## config.mk

```make
export PLATFORM = sky130hd
export DESIGN_NAME = instr_encoder
export DESIGN_NICKNAME = d
export VERILOG_FILES = /design/src/rtl/instr_encoder.sv
export SDC_FILE = /design/constraint.sdc
export NUM_CORES = 1
export LEC_CHECK = 0
export ABC_AREA = 1
export BUFFER_PORTS_ARGS = -buffer_cell sky130_fd_sc_hd__buf_4
export CELL_PAD_IN_SITES_DETAIL_PLACEMENT = 1
export CELL_PAD_IN_SITES_GLOBAL_PLACEMENT = 2
export CORE_AREA = 2 2 126 103
export CTS_CLUSTER_DIAMETER = 150
export CTS_CLUSTER_SIZE = 24
export DETAILED_ROUTE_END_ITERATION = 8
export DIE_AREA = 0 0 128 105
export PLACE_DENSITY = 0.83
export SLEW_MARGIN = 5
export SYNTH_ARGS = -nofsm -noshare
export SYNTH_HDL_FRONTEND = slang
export SYNTH_SLANG_ARGS = --single-unit
export TNS_END_PERCENT = 30
```

## constraint.sdc

```tcl
create_clock -name clk -period 4.65 [get_ports clk]
set_input_delay 0.93 -clock clk [delete_from_list [all_inputs] [get_ports clk]]
set_output_delay 0.93 -clock clk [all_outputs]
set_load 0.1 [all_outputs]
```

## src/rtl/instr_encoder.sv

```systemverilog
// rtl/instr_encoder.sv - MIPS P4-subset instruction encoder and sequential IM program loader.
module instr_encoder #(
    parameter int ADDR_W = 10,
    parameter int BASE   = 0
) (
    input  logic              clk,
    input  logic              reset,
    input  logic              start,
    input  logic              in_valid,
    output logic              in_ready,
    input  logic [3:0]        in_kind,
    input  logic [4:0]        in_rs,
    input  logic [4:0]        in_rt,
    input  logic [4:0]        in_rd,
    input  logic [15:0]       in_imm,
    input  logic [25:0]       in_target,
    input  logic              in_last,
    output logic              im_we,
    output logic [ADDR_W-1:0] im_addr,
    output logic [31:0]       im_wdata,
    output logic              done,
    output logic              err_illegal,
    output logic              err_full,
    output logic [ADDR_W:0]   count
);

    typedef enum logic [1:0] {
        IDLE  = 2'd0,
        WRITE = 2'd1,
        DONE  = 2'd2,
        ERROR = 2'd3
    } state_t;

    localparam logic [ADDR_W-1:0] BASE_ADDR = ADDR_W'(BASE);

    state_t      state;
    logic        last_q;
    logic        overflow;
    logic        legal;
    logic [31:0] enc;

    always_comb begin
        enc   = '0;
        legal = 1'b1;
        case (in_kind)
            4'd0:    enc = {6'b000000, in_rs, in_rt, in_rd, 5'b00000, 6'b100001};
            4'd1:    enc = {6'b000000, in_rs, in_rt, in_rd, 5'b00000, 6'b100011};
            4'd2:    enc = {6'b001101, in_rs, in_rt, in_imm};
            4'd3:    enc = {6'b100011, in_rs, in_rt, in_imm};
            4'd4:    enc = {6'b101011, in_rs, in_rt, in_imm};
            4'd5:    enc = {6'b000100, in_rs, in_rt, in_imm};
            4'd6:    enc = {6'b001111, 5'b00000, in_rt, in_imm};
            4'd7:    enc = {6'b000011, in_target};
            4'd8:    enc = {6'b000000, in_rs, 15'b0, 6'b001000};
            default: legal = 1'b0;
        endcase
    end

    always_ff @(posedge clk or posedge reset) begin
        if (reset) begin
            state       <= IDLE;
            in_ready    <= 1'b1;
            im_we       <= 1'b0;
            im_addr     <= BASE_ADDR;
            im_wdata    <= '0;
            done        <= 1'b0;
            err_illegal <= 1'b0;
            err_full    <= 1'b0;
            count       <= '0;
            overflow    <= 1'b0;
            last_q      <= 1'b0;
        end else if (start) begin
            // Restart wins over any handshake in the same cycle; the request is dropped.
            state       <= IDLE;
            in_ready    <= 1'b1;
            im_we       <= 1'b0;
            im_addr     <= BASE_ADDR;
            done        <= 1'b0;
            err_illegal <= 1'b0;
            err_full    <= 1'b0;
            count       <= '0;
            overflow    <= 1'b0;
            last_q      <= 1'b0;
        end else begin
            case (state)
                IDLE: begin
                    if (in_valid && in_ready) begin
                        in_ready <= 1'b0;
                        if (!legal) begin
                            err_illegal <= 1'b1;
                            state       <= ERROR;
                        end else if (overflow) begin
                            err_full <= 1'b1;
                            state    <= ERROR;
                        end else begin
                            im_we    <= 1'b1;
                            im_wdata <= enc;
                            last_q   <= in_last;
                            state    <= WRITE;
                        end
                    end
                end
                WRITE: begin
                    im_we <= 1'b0;
                    count <= count + 1'b1;
                    // The top word is written normally; later requests are refused, not wrapped.
                    if (im_addr == '1) begin
                        overflow <= 1'b1;
                    end else begin
                        im_addr <= im_addr + 1'b1;
                    end
                    if (last_q) begin
                        done  <= 1'b1;
                        state <= DONE;
                    end else begin
                        in_ready <= 1'b1;
                        state    <= IDLE;
                    end
                end
                DONE: begin
                    in_ready <= 1'b0;
                    im_we    <= 1'b0;
                end
                ERROR: begin
                    in_ready <= 1'b0;
                    im_we    <= 1'b0;
                end
                default: begin
                    state    <= IDLE;
                    in_ready <= 1'b1;
                    im_we    <= 1'b0;
                end
            endcase
        end
    end

endmodule

```

==> out/results.tsv <==
stage	metric	value	unit
cts	clock_latency	0.32	ns
worst_setup_path	timing.rr.end	im_wdata[0]$_DFFE_PP0P_	
layout	n_antenna_cell	0	
power	p_leak	2.45	nW
global_route	top_usage_layer	met2	
cts	cts_tree	done	
power	worst_ir_drop_vdd	0.472	mV
synthesis	yosys_warnings	0	
worst_hold_path	whs_path_depth	2	
placed_design	placed_cell_area	0.00432	sq mm
timing	rsz0062_at_grt	false	
floorplan	die_x	128	um
worst_setup_path	end_kind	flip-flop	
worst_hold_path	holdCritStartpoint	im_wdata[15]$_DFFE_PP0P_	
timing	hold_viol	0	
timing	maxSlewViolCount	0	
floorplan	dieHeight	105	um
routing	vias	3348	
synthesis	syn_inst	453	
synthesis	synth.distinct_cells	33	
cts	clkTransAtPathRegs	0.05	ns
timing	max-slew-margin-rel	54.0	%
timing	fmax	373	MHz
timing	clock_skew	0.00377	ns
floorplan	rows	36	
worst_setup_path	crit_path_max_fanout	39	
layout	nets	640	
layout	layout_common_cells	nand2_1 (196), buf_4 (123), dfrtp_1 (60)	
layout	final_common_cell	nand2_1	
worst_setup_path	r2r_slack	2.73	ns
global_route	use_met3	4.45	%
placed_design	place_congestion	0.792	
global_route	grt.overflow.total	0	
cts	cts.sinks	61	
synthesis	yosysSeqAreaShare	45.8	%
global_route	met1_usage	23.7	%
routing	drt-vias-per-instance	4.59	
worst_setup_path	regToRegStartpoint	in_ready$_DFFE_PP1P_	
synthesis	synth_fp_nets	521	
placed_design	dp_hpwl	8430	um
worst_hold_path	min_to	im_wdata[15]$_DFFE_PP0P_	
placed_design	dp_slack	1.62	ns
timing	setup_viol	0	
layout	finalInstanceArea	0.00463	sq mm
global_route	grt_max_degree	40	
cts	ctsHoldBuffers	0	
worst_hold_path	hold_path.class	reg2reg	
power	cellPowerDensity	620	mW/mm^2
routing	drt-total-wl	11000	um
cts	h-tree-depth	3	
routing	routedWlPerCell	15.1	um
layout	syn_to_final_growth	38.7	%
synthesis	yosysTopAreaCellShare	45.0	%
timing	fin_tns_setup	0	ns
placed_design	io_buffer_count	122	
worst_setup_path	worstPathRequired	4.90	ns
routing	route.antenna.remaining_nets	0	
worst_setup_path	cp-startpoint	start	
synthesis	syn_area_per_cell	7.36	sq um
global_route	grt_pass1_vias	3624	
outcome	status	finished, final reports clean	
routing	dr.first_iter.drc_count	121	
timing	period_share	57.7	%
synthesis	synthTopCellsByArea	dfrtp_1 (45%), nand2_1 (22%), nand3_1 (5.4%)	
floorplan	ioPinCount	124	
global_route	use_met2	26.9	%
cts	cts_made_buffers	9	
layout	drive_above_1_share	27.0	%
floorplan	core_area	0.0121	sq mm
cts	post_cts_resized	0	
global_route	grt_pass1_wl	18400	um
worst_setup_path	path_class	in2reg	
cts	cts_setup_buffers	0	
worst_setup_path	r2r_cells	6	
timing	worst_pin_slew	0.690	ns
synthesis	ys_seq_elements	61	
synthesis	netlist_area	0.00333	sq mm
timing	setup_ws	1.97	ns
timing	fin_crit	2.68	ns
global_route	antenna_found_initial	0	
worst_setup_path	critPathLaunchType	input port	
run	cap_viol_max_count	0	
routing	drcViolationCount	0	
cts	cts_buffer_depth	2	
worst_setup_path	cp.arrival	2.93	ns
routing	drt-pass1-iter-count	6	
cts	cts-root-buf	clkbuf_16	
synthesis	synth_top_area_cell	dfrtp_1	
floorplan	start_util	27.6	%
timing	worst_hold_slack	0.482	ns
global_route	grt_util_all_layers	17.4	%
floorplan	die-area	0.0134	sq mm
layout	utilization	38.3	%
## area by class of cell
class / instances / area, sq um
repair buffers: 123 / 923
flip-flops and latches: 61 / 1530
well taps: 152 / 190
fillers: 1505 / 7450
multi-input cells: 340 / 1540
inverters: 37 / 141
clock buffers: 16 / 302
## flip-flops by register name, indices dropped and copies added, names as in the netlist
| register | count |
|---|---|
| im_wdata | 31 |
| count | 11 |
| im_addr | 10 |
| state | 2 |
| done | 1 |
| err_full | 1 |
| err_illegal | 1 |
| im_we | 1 |
| in_ready | 1 |
| last_q | 1 |
| overflow | 1 |
## synth_stat cells
master	count
nor3_2	1
inv_4	1
buf_2	3
nand2_2	2
nand2_4	3
nor3_1	2
dfstp_2	1
ha_1	2
nand2_1	196
or2_2	1
o21ai_0	23
nor2_4	2
or3_1	1
conb_1	1
a21boi_0	4
a21oi_1	13
o21ai_1	4
a31o_2	1
o21ai_2	1
nand3b_1	3
a21boi_1	4
nor2_2	3
a211oi_1	1
dfrtp_1	60
buf_6	5
nor2_1	25
nand3_1	36
buf_4	7
o21bai_1	1
inv_1	34
inv_2	2
xor2_1	2
nand4_1	8
## cell families after synthesis
family          after synthesis  share of synthesized area (%)
simple gates                283                           36.1
flops                        61                           45.8
compound gates               52                           8.78
buf+inv                      52                           7.95
xor+xnor                      2                          0.525
fa+ha+maj                     2                          0.750
other cells                   1                          0.112
## through the flow
stage	power, mW	instances
after floorplan	1.87	453
after global placement	2.21	713
after detailed placement	2.22	713
after CTS	2.90	729
after global routing	3.00	729
final	2.87	729
## critical path, cell delays in order
cell     delay (ns)
buf_4          0.16
inv_1          0.52
nand2_1        0.16
nor3_2         0.23
nand2_4        0.30
inv_2          0.43
nor2_1         0.08
nor2_1         0.12
## power breakdown
group	total, mW	switching (mW)	internal, mW
clock	0.667	0.232	0.434
sequential	0.755	0.0914	0.663
combinational	1.45	1.17	0.275
## metal layers
layer	up-vias	wire length, um	part of all wire (%)
met5	-	0	0
li1	1671	-	-
met2	73	5040	46
met1	1588	5320	48
met3	16	470	4.3
met4	0	210	1.9
## worst max-delay path by stage
stage / endpoint / slack (ns)
global route: im_wdata[14]$_DFFE_PP0P_ / 1.78
CTS: im_wdata[0]$_DFFE_PP0P_ / 1.94
floorplan: count[0]$_DFFE_PP0N_ / 2.21
global placement: im_wdata[5]$_DFFE_PP0P_ / 1.71
detailed placement: im_wdata[0]$_DFFE_PP0P_ / 1.62
finish: im_wdata[0]$_DFFE_PP0P_ / 1.97
Power figures use the tool's default switching activity.
